===== src/rtl/jet_ts_pkg.sv =====
// Shared types and constants for the jet trigger slice datapath.
// Cluster word layout: {ntrx[22:18], xcount[17:14], eta[13:9], pt[8:0]}.
package jet_ts_pkg;

   localparam int unsigned CW       = 23;
   localparam int unsigned PTBITS   = 9;
   localparam int unsigned SUMW     = PTBITS + 4;
   localparam int unsigned PT_LSB   = 0;
   localparam int unsigned ETA_LSB  = 9;
   localparam int unsigned XC_LSB   = 14;
   localparam int unsigned NTRX_LSB = 18;

   typedef enum logic [3:0] {
      FREE  = 4'b0001,
      FILL  = 4'b0010,
      FULL  = 4'b0100,
      DRAIN = 4'b1000
   } bank_state_e;

   // Event pT accumulation clamps at all-ones instead of wrapping.
   function automatic logic [SUMW-1:0] sat_add(input logic [SUMW-1:0] a,
                                               input logic [PTBITS-1:0] b);
      logic [SUMW:0] s;
      s = (SUMW+1)'(a) + (SUMW+1)'(b);
      return s[SUMW] ? {SUMW{1'b1}} : s[SUMW-1:0];
   endfunction

endpackage


===== src/rtl/cluster_bank.sv =====
// One ping-pong bank: cluster storage, word count, pT sum, truncation flag and
// FREE/FILL/FULL/DRAIN state. Commands from the top are gated by the bank's own state.
module cluster_bank
   import jet_ts_pkg::*;
#(
   parameter  int unsigned DEPTH = 16,
   localparam int unsigned CNTW  = $clog2(DEPTH + 1),
   localparam int unsigned IDXW  = $clog2(DEPTH)
) (
   input  logic              clk,
   input  logic              reset,
   input  logic              wr_en,
   input  logic [CW-1:0]     wr_data,
   input  logic              close,
   input  logic              abort,
   input  logic              drain_start,
   input  logic              rel,
   input  logic [IDXW-1:0]   rd_idx,
   output bank_state_e       state,
   output logic [CNTW-1:0]   count,
   output logic [SUMW-1:0]   sum,
   output logic              trunc,
   output logic [CW-1:0]     rd_word
);

   bank_state_e       state_q, state_d;
   logic [CNTW-1:0]   count_q, count_d;
   logic [SUMW-1:0]   sum_q, sum_d;
   logic              trunc_q, trunc_d;
   logic [CW-1:0]     mem_q [DEPTH];
   logic [CW-1:0]     mem_d [DEPTH];

   // Abort, then write, then close: a word arriving with the done edge belongs to the event.
   always_comb begin
      state_d = state_q;
      count_d = count_q;
      sum_d   = sum_q;
      trunc_d = trunc_q;
      mem_d   = mem_q;
      if (abort && state_q == FILL) begin
         state_d = FREE;
         count_d = '0;
         sum_d   = '0;
         trunc_d = 1'b0;
      end
      if (wr_en && (state_d == FREE || state_d == FILL)) begin
         if (count_d < CNTW'(DEPTH)) begin
            mem_d[IDXW'(count_d)] = wr_data;
            count_d = count_d + CNTW'(1);
            sum_d   = sat_add(sum_d, wr_data[PT_LSB +: PTBITS]);
         end else begin
            trunc_d = 1'b1;
         end
         state_d = FILL;
      end
      if (close && (state_d == FREE || state_d == FILL)) state_d = FULL;
      if (drain_start && state_q == FULL) state_d = DRAIN;
      if (rel && state_q == DRAIN) begin
         state_d = FREE;
         count_d = '0;
         sum_d   = '0;
         trunc_d = 1'b0;
      end
   end

   always_ff @(posedge clk or posedge reset) begin
      if (reset) begin
         state_q <= FREE;
         count_q <= '0;
         sum_q   <= '0;
         trunc_q <= 1'b0;
         for (int i = 0; i < int'(DEPTH); i++) mem_q[i] <= '0;
      end else begin
         state_q <= state_d;
         count_q <= count_d;
         sum_q   <= sum_d;
         trunc_q <= trunc_d;
         mem_q   <= mem_d;
      end
   end

   assign state   = state_q;
   assign count   = count_q;
   assign sum     = sum_q;
   assign trunc   = trunc_q;
   assign rd_word = mem_q[rd_idx];

endmodule


===== src/rtl/phi_cluster_buffer.sv =====
// Per-phi-slice ping-pong cluster buffer between L1 clustering and the merge stage.
// Holds write/read bank selectors, done-edge detection, drain sequencing and overflow.
module phi_cluster_buffer
   import jet_ts_pkg::*;
#(
   parameter int unsigned DEPTH = 16
) (
   input  logic              clk,
   input  logic              reset,
   input  logic              evt_start,
   input  logic [CW-1:0]     l1_cluster_in,
   input  logic              l1_cluster_vld,
   input  logic              phi_done,
   output logic              mj_ready,
   output logic [CW-1:0]     out_cluster,
   output logic              out_valid,
   input  logic              out_ready,
   output logic              out_last,
   output logic              out_null,
   output logic [SUMW-1:0]   out_pt_sum,
   output logic              overflow
);

   localparam int unsigned CNTW = $clog2(DEPTH + 1);
   localparam int unsigned IDXW = $clog2(DEPTH);

   logic              done_q, done_d;
   logic              wb_q, wb_d;
   logic              rb_q, rb_d;
   logic [IDXW-1:0]   rptr_q, rptr_d;
   logic              overflow_q, overflow_d;

   bank_state_e       st      [2];
   logic [CNTW-1:0]   cnt     [2];
   logic [SUMW-1:0]   bsum    [2];
   logic              trunc   [2];
   logic [CW-1:0]     rd_word [2];

   logic wr_open_c, done_edge_c, valid_c, null_c, last_c, accept_c, drain_go_c;

   always_comb begin
      wr_open_c   = (st[wb_q] == FREE) || (st[wb_q] == FILL);
      done_edge_c = phi_done & ~done_q;
      valid_c     = (st[rb_q] == DRAIN);
      null_c      = valid_c && (cnt[rb_q] == '0);
      last_c      = valid_c && (null_c || (CNTW'(rptr_q) == cnt[rb_q] - CNTW'(1)));
      accept_c    = valid_c & out_ready;
      drain_go_c  = (st[rb_q] == FULL);
   end

   // Selector and pointer updates; wb flips the cycle after a bank is closed.
   always_comb begin
      done_d     = phi_done;
      wb_d       = wb_q ^ (done_edge_c & wr_open_c);
      rb_d       = rb_q;
      rptr_d     = rptr_q;
      overflow_d = overflow_q | trunc[0] | trunc[1]
                 | (~wr_open_c & (l1_cluster_vld | done_edge_c));
      if (drain_go_c) begin
         rptr_d = '0;
      end else if (accept_c) begin
         if (last_c) begin
            rptr_d = '0;
            rb_d   = ~rb_q;
         end else begin
            rptr_d = rptr_q + IDXW'(1);
         end
      end
   end

   always_ff @(posedge clk or posedge reset) begin
      if (reset) begin
         done_q     <= 1'b0;
         wb_q       <= 1'b0;
         rb_q       <= 1'b0;
         rptr_q     <= '0;
         overflow_q <= 1'b0;
      end else begin
         done_q     <= done_d;
         wb_q       <= wb_d;
         rb_q       <= rb_d;
         rptr_q     <= rptr_d;
         overflow_q <= overflow_d;
      end
   end

   for (genvar b = 0; b < 2; b++) begin : g_bank
      cluster_bank #(.DEPTH(DEPTH)) u_bank (
         .clk         (clk),
         .reset       (reset),
         .wr_en       (l1_cluster_vld && (wb_q == 1'(b))),
         .wr_data     (l1_cluster_in),
         .close       (done_edge_c && (wb_q == 1'(b))),
         .abort       (evt_start && (wb_q == 1'(b))),
         .drain_start (drain_go_c && (rb_q == 1'(b))),
         .rel         (accept_c && last_c && (rb_q == 1'(b))),
         .rd_idx      (rptr_q),
         .state       (st[b]),
         .count       (cnt[b]),
         .sum         (bsum[b]),
         .trunc       (trunc[b]),
         .rd_word     (rd_word[b])
      );
   end

   assign mj_ready    = wr_open_c;
   assign out_valid   = valid_c;
   assign out_last    = last_c;
   assign out_null    = null_c;
   assign out_cluster = (valid_c && !null_c) ? rd_word[rb_q] : '0;
   assign out_pt_sum  = last_c ? bsum[rb_q] : '0;
   assign overflow    = overflow_q;

endmodule

===== config.mk =====
export PLATFORM = sky130hd
export DESIGN_NAME = phi_cluster_buffer
export DESIGN_NICKNAME = d
export VERILOG_FILES = /design/src/rtl/jet_ts_pkg.sv /design/src/rtl/cluster_bank.sv /design/src/rtl/phi_cluster_buffer.sv
export SDC_FILE = /design/constraint.sdc
export NUM_CORES = 2
export LEC_CHECK = 0
export ABC_AREA = 0
export BUFFER_PORTS_ARGS = -buffer_cell sky130_fd_sc_hd__buf_4
export CAP_MARGIN = 15
export CORE_MARGIN = 3
export CORE_UTILIZATION = 65
export CTS_CLUSTER_SIZE = 8
export DETAILED_ROUTE_END_ITERATION = 16
export PLACE_DENSITY_LB_ADDON = 0.08
export SETUP_SLACK_MARGIN = 0.2
export SYNTH_ARGS = -nofsm -noshare
export SYNTH_HDL_FRONTEND = slang
export SYNTH_SLANG_ARGS = --single-unit

===== constraint.sdc =====
create_clock -name clk -period 45.3 [get_ports clk]
set_clock_uncertainty 0.1 [all_clocks]
set_input_delay 2.265 -clock clk [delete_from_list [all_inputs] [get_ports clk]]
set_output_delay 2.265 -clock clk [all_outputs]
set_load 0.05 [all_outputs]

==> qor.txt <==
synth warn: 0
number of instances resized during post-cts repair: 0
Worst Hold Path Cells: 2
worst setup slack after placement: 38.58 ns
depth of the worst register-to-register path: 13
class of the tightest hold or removal check: reg -> reg
number of instances in the synthesized netlist: 2598
global placement routability congestion: 0.864
Root Buffer: sky130_fd_sc_hd__clkbuf_16
count of maximum capacitance violations: 0
GR Overflow Total: 0
antenna viol nets, final: 0
number of enable flip-flop cells after synthesis: 0
standard-cell row count: 87
area share of the leading cell type in the synthesized netlist: 53.0%
synth top area cells: sky130_fd_sc_hd__dfrtp_1 53%, sky130_fd_sc_hd__mux2_2 15%, sky130_fd_sc_hd__mux4_2 14%
final wirelength: 96000 um
die width: 245 um
Final Max Slew Viols: 0
Syn Nets: 2649
Total Die Area: 0.0602 mm2
Sink Count: 790
Tmin final: 7.46 ns
CP Launch Type: flip-flop
number of global-route vias before repair: 24300
Req. time, crit path: 42.94 ns
summed negative setup slack over all endpoints: 0 ns
slack of the worst reg-to-reg path: 40.49 ns
type of the worst setup path: reg -> out
maximum count of clock buffers along a single path: 3
Final WS setup: 37.84 ns
Seq/Total Area, Yosys: 53.1%
cell area after synthesis: 0.0372 mm2
area added between synthesis and finish: 10.9%
number of antenna violations at the first check in global routing: 1
maximum frequency from static timing analysis: 134 MHz
dominant cell by count in the synthesized netlist: sky130_fd_sc_hd__dfrtp_1
number of hold violations in the final report: 0
hold bufs inserted after CTS: 0
Worst Max-Slew Pin Slew: 1.21 ns
number of levels the H-tree was split into: 3
number of synthesized register bits: 790
element type at the critical path end: output port
Worst Hold Endpoint: g_bank[1].u_bank.mem_q[302]$_DFFE_PP0P_
setup violation total in the final timing report: 0
first-pass iteration count of the detailed router: 7
destination of the worst register-to-register timing path: g_bank[1].u_bank.sum[10]$_DFF_PP0_
DIE HEIGHT: 245 um
wire length of the first global-routing pass: 148000 um
Post-DP HPWL: 53200 um
DRT iter0 DRCs: 2117
placed cells: 3248
Max VDD drop: 0.0331 mV
drt via density: 6.82
start point of the worst hold path: g_bank[1].u_bank.mem_q[302]$_DFFE_PP0P_
final design utilization: 73.1%
count of pins on the block boundary: 70
initial core utilization: 65.9%
critical register-to-register path startpoint: g_bank[1].u_bank.state[3]$_DFF_PP0_
core box area: 0.0565 mm2
CTS clk-pin slew, worst paths: 0.05 ns
count of input and output buffers: 69
clock buffers created by TritonCTS: 108
top cell types by occurrence after synthesis: 788 x sky130_fd_sc_hd__dfrtp_1, 512 x sky130_fd_sc_hd__mux2_2, 230 x sky130_fd_sc_hd__mux4_2
via count: 23000
per-instance average area after synthesis: 14.3 um2
arrival time at the worst endpoint: 5.09 ns
non-filler cells in the finished layout: 3374
Routed WL per cell: 28.5 um
number of setup buffers added after CTS: 0
share of flip-flops with an asynchronous set or reset after synthesis: 100%
primary flip-flop cell chosen by synthesis mapping: sky130_fd_sc_hd__dfrtp_1
outcome: completed
share of the clock period used by the worst path after layout: 16.5%
Leakage: 19.8 nW
fill cell instance count of the final layout: 3536
net total in the final layout: 2655
all-layer global routing usage: 33.0%
CTS tree: done
cell accounting for the most synthesized area: sky130_fd_sc_hd__dfrtp_1
count of cell types in the netlist: 72
worst-skew pair later-pin latency: 0.65 ns
power density of the placed cells: 35.0 mW/mm2
DRC viols: 0
pin count of the biggest net entering global routing: 194
unrepaired setup endpoints after global routing: no
headroom to the max-slew limit: 18.9%
maximum net fanout on the critical path: 60
Overall Power: 1.45 mW
share of post-route cells with drive strength above 1: 39.0%
-- how the worst max path moves through the flow --
stage | startpoint | cells after the start | endpoint | slack, ns
global route | rptr_q[1]$_DFFE_PP0P_ | 7 | out_cluster[21] | 37.72
floorplan | reset | 1 | done_q$_DFF_PP0_ | 20.76
global placement | rptr_q[1]$_DFFE_PP0P_ | 7 | out_cluster[21] | 38.57
CTS | rptr_q[1]$_DFFE_PP0P_ | 7 | out_cluster[21] | 37.88
detailed placement | rptr_q[1]$_DFFE_PP0P_ | 7 | out_cluster[21] | 38.58
finish | rptr_q[1]$_DFFE_PP0P_ | 7 | out_cluster[21] | 37.84
-- power by group --
part           switching, mW  total [mW]  internal (mW)
Sequential         0.0000130       0.707          0.707
Combinational         0.0259      0.0303        0.00441
Clock                  0.281       0.709          0.428
Total                  0.307        1.45           1.14
-- kinds of logic (layout without fill, tap and decap cells) --
logic type | count (synthesis) | in the layout | synth area share [%]
mux | 915 | 915 | 34.5
flops | 790 | 790 | 53.1
simple gates | 364 | 364 | 4.49
compound gates | 239 | 239 | 3.94
buf+inv | 237 | 256 | 2.46
xor+xnor | 28 | 28 | 0.659
fa+ha+maj | 25 | 25 | 0.860
other cells | 0 | 1 | 0
-- layout make-up --
cell class / instances / area (um2) / area share (%)
timing repair buffer: 115 / 928 / 2.25
sequential: 790 / 19800 / 47.9
inverter: 18 / 75.1 / 0.182
antenna: 1 / 2.50 / 0.00606
clock buffer: 120 / 2810 / 6.81
tap: 756 / 946 / 2.29
clock inverter: 3 / 55.1 / 0.133
multi-input combinational: 1571 / 16700 / 40.4
-- metal layers --
layer  global-route usage [%]  wire, um  vias up
met4                     12.3      3400        0
li1                         -         -     9577
met1                     46.3     39900    12400
met3                     7.13      7060      234
met5                        0         0        -
met2                     51.8     45600      831
-- sequential cells by signal, indices dropped and copies added (netlist names) --
signal / count
done_q: 1
g_bank.u_bank.count: 10
g_bank.u_bank.mem_q: 736
g_bank.u_bank.state: 8
g_bank.u_bank.sum: 26
g_bank.u_bank.trunc: 2
overflow: 1
rb_q: 1
rptr_q: 4
wb_q: 1
-- cells in the final DEF, fill, tap and decap left out, types with 20 or more instances in the layout --
| cell | instances |
|---|---|
| sky130_fd_sc_hd__dfrtp_1 | 783 |
| sky130_fd_sc_hd__mux2_2 | 512 |
| sky130_fd_sc_hd__mux4_2 | 230 |
| sky130_fd_sc_hd__nand2_1 | 136 |
| sky130_fd_sc_hd__mux2_1 | 132 |
| sky130_fd_sc_hd__clkbuf_16 | 111 |
| sky130_fd_sc_hd__buf_4 | 111 |
| sky130_fd_sc_hd__o21ai_0 | 96 |
| sky130_fd_sc_hd__nor2_1 | 92 |
| sky130_fd_sc_hd__mux2i_1 | 41 |
| sky130_fd_sc_hd__a21oi_1 | 36 |
| sky130_fd_sc_hd__ha_1 | 20 |
-- per-stage QoR --
stage | hold WS, ns | cell area [um2]
6_report | 0.373 | 41300
5_1_grt | 0.393 | 41300
4_1_cts | 0.378 | 41200
3_5_place_dp | 0.365 | 38400
3_3_place_gp | 0.357 | 38400
2_1_floorplan | 0.345 | 37200
-- worst max-delay path, stage by stage, from the launching register on --
cell                      delay, ns
sky130_fd_sc_hd__dfrtp_4       0.79
sky130_fd_sc_hd__buf_4         0.74
sky130_fd_sc_hd__buf_4         0.87
sky130_fd_sc_hd__mux4_2        0.59
sky130_fd_sc_hd__mux4_2        0.50
sky130_fd_sc_hd__mux2i_1       0.51
sky130_fd_sc_hd__nor2_1        0.15
sky130_fd_sc_hd__buf_4         0.23
Power figures use the tool's default switching activity.
